## config.mk

```make
export PLATFORM = sky130hd
export DESIGN_NAME = mem_access_unit
export DESIGN_NICKNAME = d
export VERILOG_FILES = /design/src/rtl/mem_access_unit_pkg.sv /design/src/rtl/mem_access_unit_load_align.sv /design/src/rtl/mem_access_unit.sv
export SDC_FILE = /design/constraint.sdc
export NUM_CORES = 1
export LEC_CHECK = 0
export ABC_AREA = 1
export CORE_MARGIN = 10
export CORE_UTILIZATION = 30
export DETAILED_ROUTE_END_ITERATION = 10
export PLACE_DENSITY_LB_ADDON = 0.12
export SLEW_MARGIN = 30
export SYNTH_ARGS = -nofsm -noshare
export SYNTH_HDL_FRONTEND = slang
export SYNTH_HIERARCHICAL = 1
export SYNTH_SLANG_ARGS = --single-unit
```

## constraint.sdc

```tcl
create_clock -name i_Clk -period 2.1 [get_ports i_Clk]
set_input_delay 0.42 -clock i_Clk [delete_from_list [all_inputs] [get_ports i_Clk]]
set_output_delay 0.42 -clock i_Clk [all_outputs]
set_load 0.03 [all_outputs]
```

## src/rtl/mem_access_unit_pkg.sv

```systemverilog
// Shared encodings for the memory access unit: access widths, lane indices,
// FSM states and the access fault rule.
package mem_access_unit_pkg;

    localparam logic [1:0] MEM_LEN_WORD = 2'b00;
    localparam logic [1:0] MEM_LEN_HALF = 2'b01;
    localparam logic [1:0] MEM_LEN_BYTE = 2'b10;

    localparam logic [1:0] BYTE_IDX_0 = 2'b00;
    localparam logic [1:0] BYTE_IDX_1 = 2'b01;
    localparam logic [1:0] BYTE_IDX_2 = 2'b10;
    localparam logic [1:0] BYTE_IDX_3 = 2'b11;

    localparam logic HALF_IDX_LO = 1'b0;
    localparam logic HALF_IDX_HI = 1'b1;

    typedef enum logic [1:0] {
        ST_IDLE    = 2'b00,
        ST_RD_WAIT = 2'b01,
        ST_RESP    = 2'b10
    } mau_state_t;

    // Width code 2'b11 falls into the word case on purpose.
    function automatic logic access_fault(input logic [31:0] addr,
                                          input logic [1:0]  len,
                                          input logic [31:0] ram_top);
        logic misaligned;
        case (len)
            MEM_LEN_HALF: misaligned = addr[0];
            MEM_LEN_BYTE: misaligned = 1'b0;
            default:      misaligned = (addr[1:0] != 2'b00);
        endcase
        return misaligned | (addr >= ram_top);
    endfunction

endpackage

```

## src/rtl/mem_access_unit_load_align.sv

```systemverilog
// Picks the addressed byte/half lane out of a RAM word and extends it to 32 bits.
module load_align
    import mem_access_unit_pkg::*;
(
    input  logic [31:0] ram_word,
    input  logic [1:0]  addr,
    input  logic [1:0]  len,
    input  logic        unsigned_ld,
    output logic [31:0] result
);

    logic [7:0]  byte_s;
    logic [15:0] half_s;

    // Lane selection and zero/sign extension.
    always_comb begin
        byte_s = 8'h00;
        half_s = 16'h0000;
        result = 32'h0000_0000;
        case (addr)
            BYTE_IDX_0: byte_s = ram_word[7:0];
            BYTE_IDX_1: byte_s = ram_word[15:8];
            BYTE_IDX_2: byte_s = ram_word[23:16];
            BYTE_IDX_3: byte_s = ram_word[31:24];
            default:    byte_s = 8'h00;
        endcase
        if (addr[1] == HALF_IDX_HI) begin
            half_s = ram_word[31:16];
        end else begin
            half_s = ram_word[15:0];
        end
        case (len)
            MEM_LEN_HALF: result = {(unsigned_ld ? 16'h0000 : {16{half_s[15]}}), half_s};
            MEM_LEN_BYTE: result = {(unsigned_ld ? 24'h00_0000 : {24{byte_s[7]}}), byte_s};
            default:      result = ram_word;
        endcase
    end

endmodule

```

## src/rtl/mem_access_unit.sv

```systemverilog
// Load/store unit between execute and write-back: one outstanding access,
// alignment/range faulting, registered RAM read with echoed-address check.
module mem_access_unit
    import mem_access_unit_pkg::*;
#(
    parameter logic [31:0] RAM_BASE = 32'h0000_4000,
    parameter logic [31:0] RAM_TOP  = 32'h0000_8000
) (
    input  logic        i_Clk,
    input  logic        i_reset,
    input  logic        i_req_valid,
    output logic        o_req_ready,
    input  logic        i_req_we,
    input  logic [31:0] i_req_addr,
    input  logic [31:0] i_req_wdata,
    input  logic [1:0]  i_req_len,
    input  logic        i_req_unsigned,
    input  logic [4:0]  i_req_rd,
    output logic        o_rsp_valid,
    input  logic        i_rsp_ready,
    output logic [31:0] o_rsp_data,
    output logic [4:0]  o_rsp_rd,
    output logic        o_rsp_err,
    output logic        o_ram_we,
    output logic [1:0]  o_ram_mem_len,
    output logic [31:0] o_ram_w_addr,
    output logic [31:0] o_ram_w_data,
    output logic [31:0] o_ram_r_addr,
    input  logic [31:0] i_ram_r_data,
    input  logic [31:0] i_ram_r_addr
);

    mau_state_t  state_r;
    logic [31:0] addr_r;
    logic [1:0]  len_r;
    logic        unsigned_r;
    logic [4:0]  rd_r;
    logic        rsp_valid_r;
    logic [31:0] rsp_data_r;
    logic [4:0]  rsp_rd_r;
    logic        rsp_err_r;

    logic        accept_s;
    logic        fault_s;
    logic        store_s;
    logic        load_s;
    logic [31:0] aligned_s;

    // RAM_BASE documents the window; accesses are only bounded from above.
    logic unused_ram_base_s;
    assign unused_ram_base_s = ^RAM_BASE;

    assign o_req_ready = i_reset & (state_r == ST_IDLE);
    assign accept_s    = i_req_valid & o_req_ready;
    assign fault_s     = access_fault(i_req_addr, i_req_len, RAM_TOP);
    assign store_s     = accept_s & i_req_we & ~fault_s;
    assign load_s      = accept_s & ~i_req_we & ~fault_s;

    // RAM ports are driven only in a non-faulting accept cycle, zero otherwise.
    always_comb begin
        o_ram_we      = 1'b0;
        o_ram_mem_len = 2'b00;
        o_ram_w_addr  = 32'h0000_0000;
        o_ram_w_data  = 32'h0000_0000;
        o_ram_r_addr  = 32'h0000_0000;
        if (store_s) begin
            o_ram_we      = 1'b1;
            o_ram_mem_len = i_req_len;
            o_ram_w_addr  = i_req_addr;
            o_ram_w_data  = i_req_wdata;
        end else if (load_s) begin
            o_ram_r_addr  = i_req_addr;
        end else begin
            o_ram_we      = 1'b0;
        end
    end

    load_align u_load_align (
        .ram_word    (i_ram_r_data),
        .addr        (addr_r[1:0]),
        .len         (len_r),
        .unsigned_ld (unsigned_r),
        .result      (aligned_s)
    );

    // Request FSM with registered response outputs.
    always_ff @(posedge i_Clk) begin
        if (!i_reset) begin
            state_r     <= ST_IDLE;
            addr_r      <= 32'h0000_0000;
            len_r       <= 2'b00;
            unsigned_r  <= 1'b0;
            rd_r        <= 5'd0;
            rsp_valid_r <= 1'b0;
            rsp_data_r  <= 32'h0000_0000;
            rsp_rd_r    <= 5'd0;
            rsp_err_r   <= 1'b0;
        end else begin
            case (state_r)
                ST_IDLE: begin
                    if (accept_s) begin
                        if (fault_s || i_req_we) begin
                            rsp_valid_r <= 1'b1;
                            rsp_data_r  <= 32'h0000_0000;
                            rsp_rd_r    <= i_req_rd;
                            rsp_err_r   <= fault_s;
                            state_r     <= ST_RESP;
                        end else begin
                            addr_r      <= i_req_addr;
                            len_r       <= i_req_len;
                            unsigned_r  <= i_req_unsigned;
                            rd_r        <= i_req_rd;
                            state_r     <= ST_RD_WAIT;
                        end
                    end
                end
                ST_RD_WAIT: begin
                    // An echoed address that differs means the RAM answered another access.
                    rsp_valid_r <= 1'b1;
                    rsp_rd_r    <= rd_r;
                    if (i_ram_r_addr != addr_r) begin
                        rsp_err_r  <= 1'b1;
                        rsp_data_r <= 32'h0000_0000;
                    end else begin
                        rsp_err_r  <= 1'b0;
                        rsp_data_r <= aligned_s;
                    end
                    state_r <= ST_RESP;
                end
                ST_RESP: begin
                    if (i_rsp_ready) begin
                        rsp_valid_r <= 1'b0;
                        state_r     <= ST_IDLE;
                    end
                end
                default: begin
                    rsp_valid_r <= 1'b0;
                    state_r     <= ST_IDLE;
                end
            endcase
        end
    end

    assign o_rsp_valid = rsp_valid_r;
    assign o_rsp_data  = rsp_data_r;
    assign o_rsp_rd    = rsp_rd_r;
    assign o_rsp_err   = rsp_err_r;

endmodule

```

==> results of run 1 <==
==> power by group through the flow <==
stage	clock [uW]	combinational, uW	sequential, uW
global placement	0	806	1600
CTS	1670	822	1560
floorplan	0	434	1630
detailed placement	0	807	1600
finish	1620	911	1560
global route	1730	979	1560
==> cells by family (layout without fill, tap and decap cells) <==
| kind of cell | count (synthesis) | count (layout) | synth area share |
|---|---|---|---|
| other cells | 1 | 34 | 0.000680 |
| mux | 5 | 5 | 0.00908 |
| simple gates | 487 | 487 | 0.400 |
| compound gates | 88 | 88 | 0.0890 |
| fa+ha+maj | 3 | 3 | 0.00681 |
| xor+xnor | 16 | 16 | 0.0254 |
| flops | 81 | 81 | 0.294 |
| buf+inv | 179 | 471 | 0.175 |
==> timing repair <==
| action | 4_1_cts | 5_1_grt |
|---|---|---|
| gates resized for setup | 144 | 74 |
| pin swaps | 27 | 50 |
| endpoints found under the setup margin | 93 | 104 |
| hold endpoints to repair | 0 | 0 |
| buffers inserted | 23 | 11 |
| gates cloned | 2 | 8 |
==> worst paths after layout <==
kind | start | endpoint | slack [ns] | depth (start not counted)
worst max register to register | len_r[0] | o_rsp_data[7] | 0.16 | 8
worst min-delay path | addr_r[26] | addr_r[26] | 0.46 | 2
worst min register to register | addr_r[26] | addr_r[26] | 0.46 | 2
worst max-delay path | i_req_len[1] | o_ram_r_addr[9] | -0.21 | 14
==> state kept, by name (all words and copies together) (netlist names) <==
register     cells
unsigned_r       1
rd_r             5
o_rsp_valid      1
addr_r          32
o_rsp_err        1
len_r            2
state_r          2
o_rsp_rd         5
o_rsp_data      32
==> cells in the final DEF, fill, tap and decap left out, types with 9 or more instances in the layout <==
cell and instances:
inv_1 72, nor3b_4 48, nand2_4 20, xnor2_1 10
a21oi_1 56, dfxtp_1 80, a21oi_2 25, clkbuf_16 15
nand3_1 53, buf_2 9, nand2_2 18, conb_1 34
buf_12 11, clkdlybuf4s50_1 157, nor3_1 10, buf_6 67
buf_4 88, nand2_1 256, nor2_1 60, inv_2 18
==> cell type report <==
| class | instances | share of cell area |
|---|---|---|
| multi-input cells | 633 | 0.382 |
| repair buffers | 356 | 0.360 |
| flip-flops and latches | 81 | 0.160 |
| inverters | 100 | 0.0405 |
| well taps | 229 | 0.0283 |
| clock buffers | 11 | 0.0240 |
| clock inverters | 4 | 0.00519 |
==> critical path, cell delays in order <==
cell      delay, ns
buf_8          0.08
clkinv_4       0.05
ha_4           0.20
o21ai_2        0.05
nand2_1        0.07
nor2_2         0.13
and2_4         0.20
buf_12         0.11
nand3_4        0.09
inv_8          0.10
buf_8          0.14
nand2_4        0.05
inv_2          0.05
buf_6          0.13
==> per-stage QoR <==
step,area [sq um],total power [uW],TNS (ns)
floorplan,6400,2060,-3.71
global placement,8880,2400,-70.32
detailed placement,8880,2400,-73.21
CTS,9730,4050,-9.32
global route,10100,4270,-13.44
finish,10100,4090,-8.86
==> layer usage <==
metal	part of all wire	up-vias
met5	0	-
met4	0.011	0
met3	0.068	20
met2	0.51	201
met1	0.41	2941
li1	-	3268
==> results.md, run 1 <==
- Flops & latches, synth: 81
- Largest net degree at the start of global routing: 73
- Relative slew slack: 0.362
- Most frequent cell after synthesis: nand2_1
- RSZ-0062 raised after global routing: yes
- Non-filler cells, final: 1,414
- Crit Path Class: in -> out
- H-tree levels: 3
- P_sw: 1130 uW
- Final hold vios: 0
- Worst VDD drop: 462 uV
- Type of the tightest min-delay check: reg -> reg
- Async set-reset flop share out of synthesis: 0
- CP Data Required Time: 1.68 ns
- Vert. Die Dim: 156 um
- Port buffer count: 245
- CORE AREA: 18,000 sq um
- Post-synth EDFFs: 0
- Syn avg cell area: 6.41 sq um
- Final Worst Setup Slack: -0.211 ns
- Initial antenna violation count: 0
- Post-synth top area share: 0.294
- Sw frac: 0.277
- PD cells: 404 nW/um^2
- Routed WL per cell: 16.4 um
- Tcrit/Tclk final: 1.10
- Leakage power: 0.00479 uW
- M1 GR Usage: 0.210
- Register area share after synthesis: 0.294
- DP Cell Count: 1,360
- Worst setup EP type: primary output
- Main synth FF type: dfxtp_1
- DR iter-0 viols: 264
- Die Wd: 156 um
- Routing usage on met2: 0.308
- Max Clk Rate: 433 MHz
- Die ar.: 24,200 sq um
- Status: complete, but fails checks
- Vias/cell: 4.55
- Failing checks: negative setup slack
- Internal: 2960 uW
- Place WS: -0.717 ns
- CTS tree: built
- Final Util: 0.562
- Post-DP HPWL: 17,000 um
- Hold_buf cts: 0
- Mapped Cells: 860
- Num Clock Sinks: 81
- CTS clk-pin slew, worst paths: 0.06 ns
- Least-Margin Pin Slew: 0.957 ns
- Reg area: 1620 sq um
- Yosys cell types: 36
- Max-slew violations: 0
- Ys Warns: 6
- Synth Cell Area: 5510 sq um
- Combinational Power Share: 0.223
- Initial Utilization: 0.306
- Commonest cells post-synth: 279 x nand2_1, 91 x inv_1, 81 x dfxtp_1
- Pre-Repair DR Iteration Count: 6
- GR Overflow Total: 0
- Yosys top cell by area: dfxtp_1
- Longest Clk Path Bufs: 2
- Setup-failing EPs final: 65
- Global-route usage over all layers: 0.176
- GRT busiest layer: met2
- Share of layout cells above drive strength 1: 0.304
- Routed Antenna Nets: 0
- Startpoint class of the critical path: primary input
- WL final: 23,200 um
- Global placer's final weighted congestion: 0.859
- Vias in the first global route: 6,258
- Global-route wire length before repair: 34,100 um
- Clk_lat worst skew: 0.35 ns
- Fillcell total: 1,752
- Ant diodes: 0
- Via count: 6,430
- Clock Power Share: 0.395
- DRC Markers: 0
- Cts bufs inserted: 9
- Post-layout minimum cycle time: 2.31 ns
- Area of the multi-input gates: 3870 sq um
- Flop pwr share: 0.382
- # rows: 49
- Clock root cell: clkbuf_16
- CP Max Fanout: 6
- Nets: 1,325
- Min Hold Slack: 0.458 ns
- Worst Skew: 0.00679 ns
- Synth-to-layout area growth: 83.7%
- # IOs: 280
- Met3 Track Usage GR: 0.0477
- Top cells by area, synth: dfxtp_1 29%, nand2_1 19%, nor3b_1 6.5%
- MaxCap Viol Count: 0
- CP arrival: 1.89 ns
Power figures use the tool's default switching activity.
==> inputs of run 2 (changes only) <==
--- a/config.mk
+++ b/config.mk
@@ -9,6 +9,7 @@
 export CORE_MARGIN = 10
 export CORE_UTILIZATION = 30
 export DETAILED_ROUTE_END_ITERATION = 10
+export GPL_TIMING_DRIVEN = 0
 export PLACE_DENSITY_LB_ADDON = 0.12
 export SLEW_MARGIN = 30
 export SYNTH_ARGS = -nofsm -noshare
==> results.md, run 2 (synthesis gave the netlist of run 1 again) <==
- Least-Margin Pin Slew: 0.718 ns
- Post-DP HPWL: 18,200 um
- Largest net degree at the start of global routing: 15
- Global-route usage over all layers: 0.181
- RSZ-0062 raised after global routing: yes
- CP arrival: 1.87 ns
- Num Clock Sinks: 81
- Nets: 1,335
- # rows: 49
- Pre-Repair DR Iteration Count: 5
- Cts bufs inserted: 9
- Via count: 6,300
- Hold Path End: o_rsp_rd[0]
- DRC Markers: 0
- CP Data Required Time: 1.68 ns
- H-tree levels: 3
- CTS tree: built
- Tcrit/Tclk final: 1.09
- Initial antenna violation count: 0
- MaxCap Viol Count: 0
- Vias/cell: 4.42
- Longest Clk Path Bufs: 2
- Worst setup EP type: primary output
- Worst VDD drop: 371 uV
- Max-slew violations: 0
- Commonest non-fill, non-tap cells in the layout: 270 x nand2_1, 157 x clkdlybuf4s50_1, 80 x dfxtp_1, 77 x buf_6, 75 x inv_1
- Relative slew slack: 0.522
- Final hold vios: 0
- Reg2reg setup slack: 0.15 ns
- Die ar.: 24,200 sq um
- Crit Path Class: in -> out
- GR Overflow Total: 0
- Startpoint class of the critical path: primary input
- Reg2reg end: o_rsp_data[12]
- WL final: 22,700 um
- Routed WL per cell: 16.0 um
- Ant diodes: 0
- Post-layout minimum cycle time: 2.29 ns
- Hold_buf cts: 0
- Total power: 4070 uW
- Leakage power: 0.00484 uW
- Hold Startpoint: i_reset
- CP Max Fanout: 4
- Final instance area: 10,100 sq um
- CORE AREA: 18,000 sq um
- Die Wd: 156 um
- Global-route wire length before repair: 34,800 um
- Routed Antenna Nets: 0
- Type of the tightest min-delay check: in -> reg
- Global placer's final weighted congestion: 0.913
- Port buffer count: 244
- Setup TNS Final: -9.70 ns
- Worst reg2reg path depth: 9
- # IOs: 280
- PD cells: 402 nW/um^2
- Status: complete, but fails checks
- Share of layout cells above drive strength 1: 0.273
- Vert. Die Dim: 156 um
- CTS clk-pin slew, worst paths: 0.06 ns
- Reg2reg start: len_r[0]
- Final Worst Setup Slack: -0.194 ns
- Vias in the first global route: 6,282
- Area of placed instances: 9130 sq um
- Setup-failing EPs final: 65
- Clk_lat worst skew: 0.35 ns
- Clock root cell: clkbuf_16
- Initial Utilization: 0.306
- Synth-to-layout area growth: 83.8%
- Most common cell after layout, fill and taps aside: nand2_1
- Final Util: 0.562
- Cell count of the worst hold path: 3
- DR iter-0 viols: 317
- Failing checks: negative setup slack
- Max Clk Rate: 436 MHz
- Worst Skew: 0.00541 ns
run 2: changes by cell type in the layout (fill, tap and decap cells not counted), sizes merged:
| cell | delta |
|---|---|
| clkinvlp | +3 |
| dlymetal6s2s | +1 |
| dlygate4sd1 | +4 |
| clkbuf | +11 |
| clkdlybuf4s15 | +3 |
| inv | -1 |
| buf | -10 |
run 2: timing repair:
| action | in CTS | in global routing |
|---|---|---|
| endpoints found under the setup margin | 103 | 86 |
| buffers inserted | 26 | 13 |
| pin swaps | 20 | 20 |
| resized for setup | 544 | 25 |
| gates cloned | 6 | 0 |
run 2: how the worst max path moves through the flow:
stage | endpoint | start | depth (start not counted)
global route | o_ram_r_addr[13] | i_req_addr[0] | 12
global placement | o_ram_r_addr[3] | i_req_len[1] | 13
floorplan | o_ram_w_addr[0] | i_reset | 8
CTS | o_ram_r_addr[12] | i_req_len[1] | 14
detailed placement | o_ram_r_addr[3] | i_req_len[1] | 13
finish | o_ram_r_addr[13] | i_req_len[1] | 14
run 2: through the flow:
step	hold WS [ns]	cells	setup slack, ns
6_report	0.323	1425	-0.194
5_1_grt	0.320	1425	-0.271
4_1_cts	0.316	1414	-0.207
3_5_place_dp	0.451	1366	-1.45
3_3_place_gp	0.437	1366	-1.42
2_1_floorplan	0.437	893	-0.0756
run 2: critical path: stages:
cell and delay, ns:
buf_8 0.10, inv_6 0.04, ha_4 0.19, o21ai_2 0.06
nand2_2 0.09, nor2_4 0.12, and2_4 0.20, nand3_4 0.10
inv_6 0.10, buf_12 0.11, buf_8 0.10, nand2_4 0.05
inv_2 0.06, buf_6 0.12
run 2: area by class of cell:
type                            count  area, sq um
Clock buffer                       10          229
Sequential cell                    81         1620
Fill cell                        1709         7890
Timing Repair Buffer              287         2960
Buffer                             79          793
Multi-Input combinational cell    633         3760
Inverter                          100          412
Clock inverter                      6         67.6
Tap cell                          229          287
run 2: layer usage:
layer	part of all wire	GRT usage	routed length [um]
met1	0.41	0.209	9380
met2	0.50	0.321	11500
met5	0	0	0
met3	0.070	0.0560	1590
met4	0.013	0.0406	305
run 2: where the power goes:
group	internal, uW	switching [uW]
clock network	926	674
registers	1550	11.1
logic	467	441
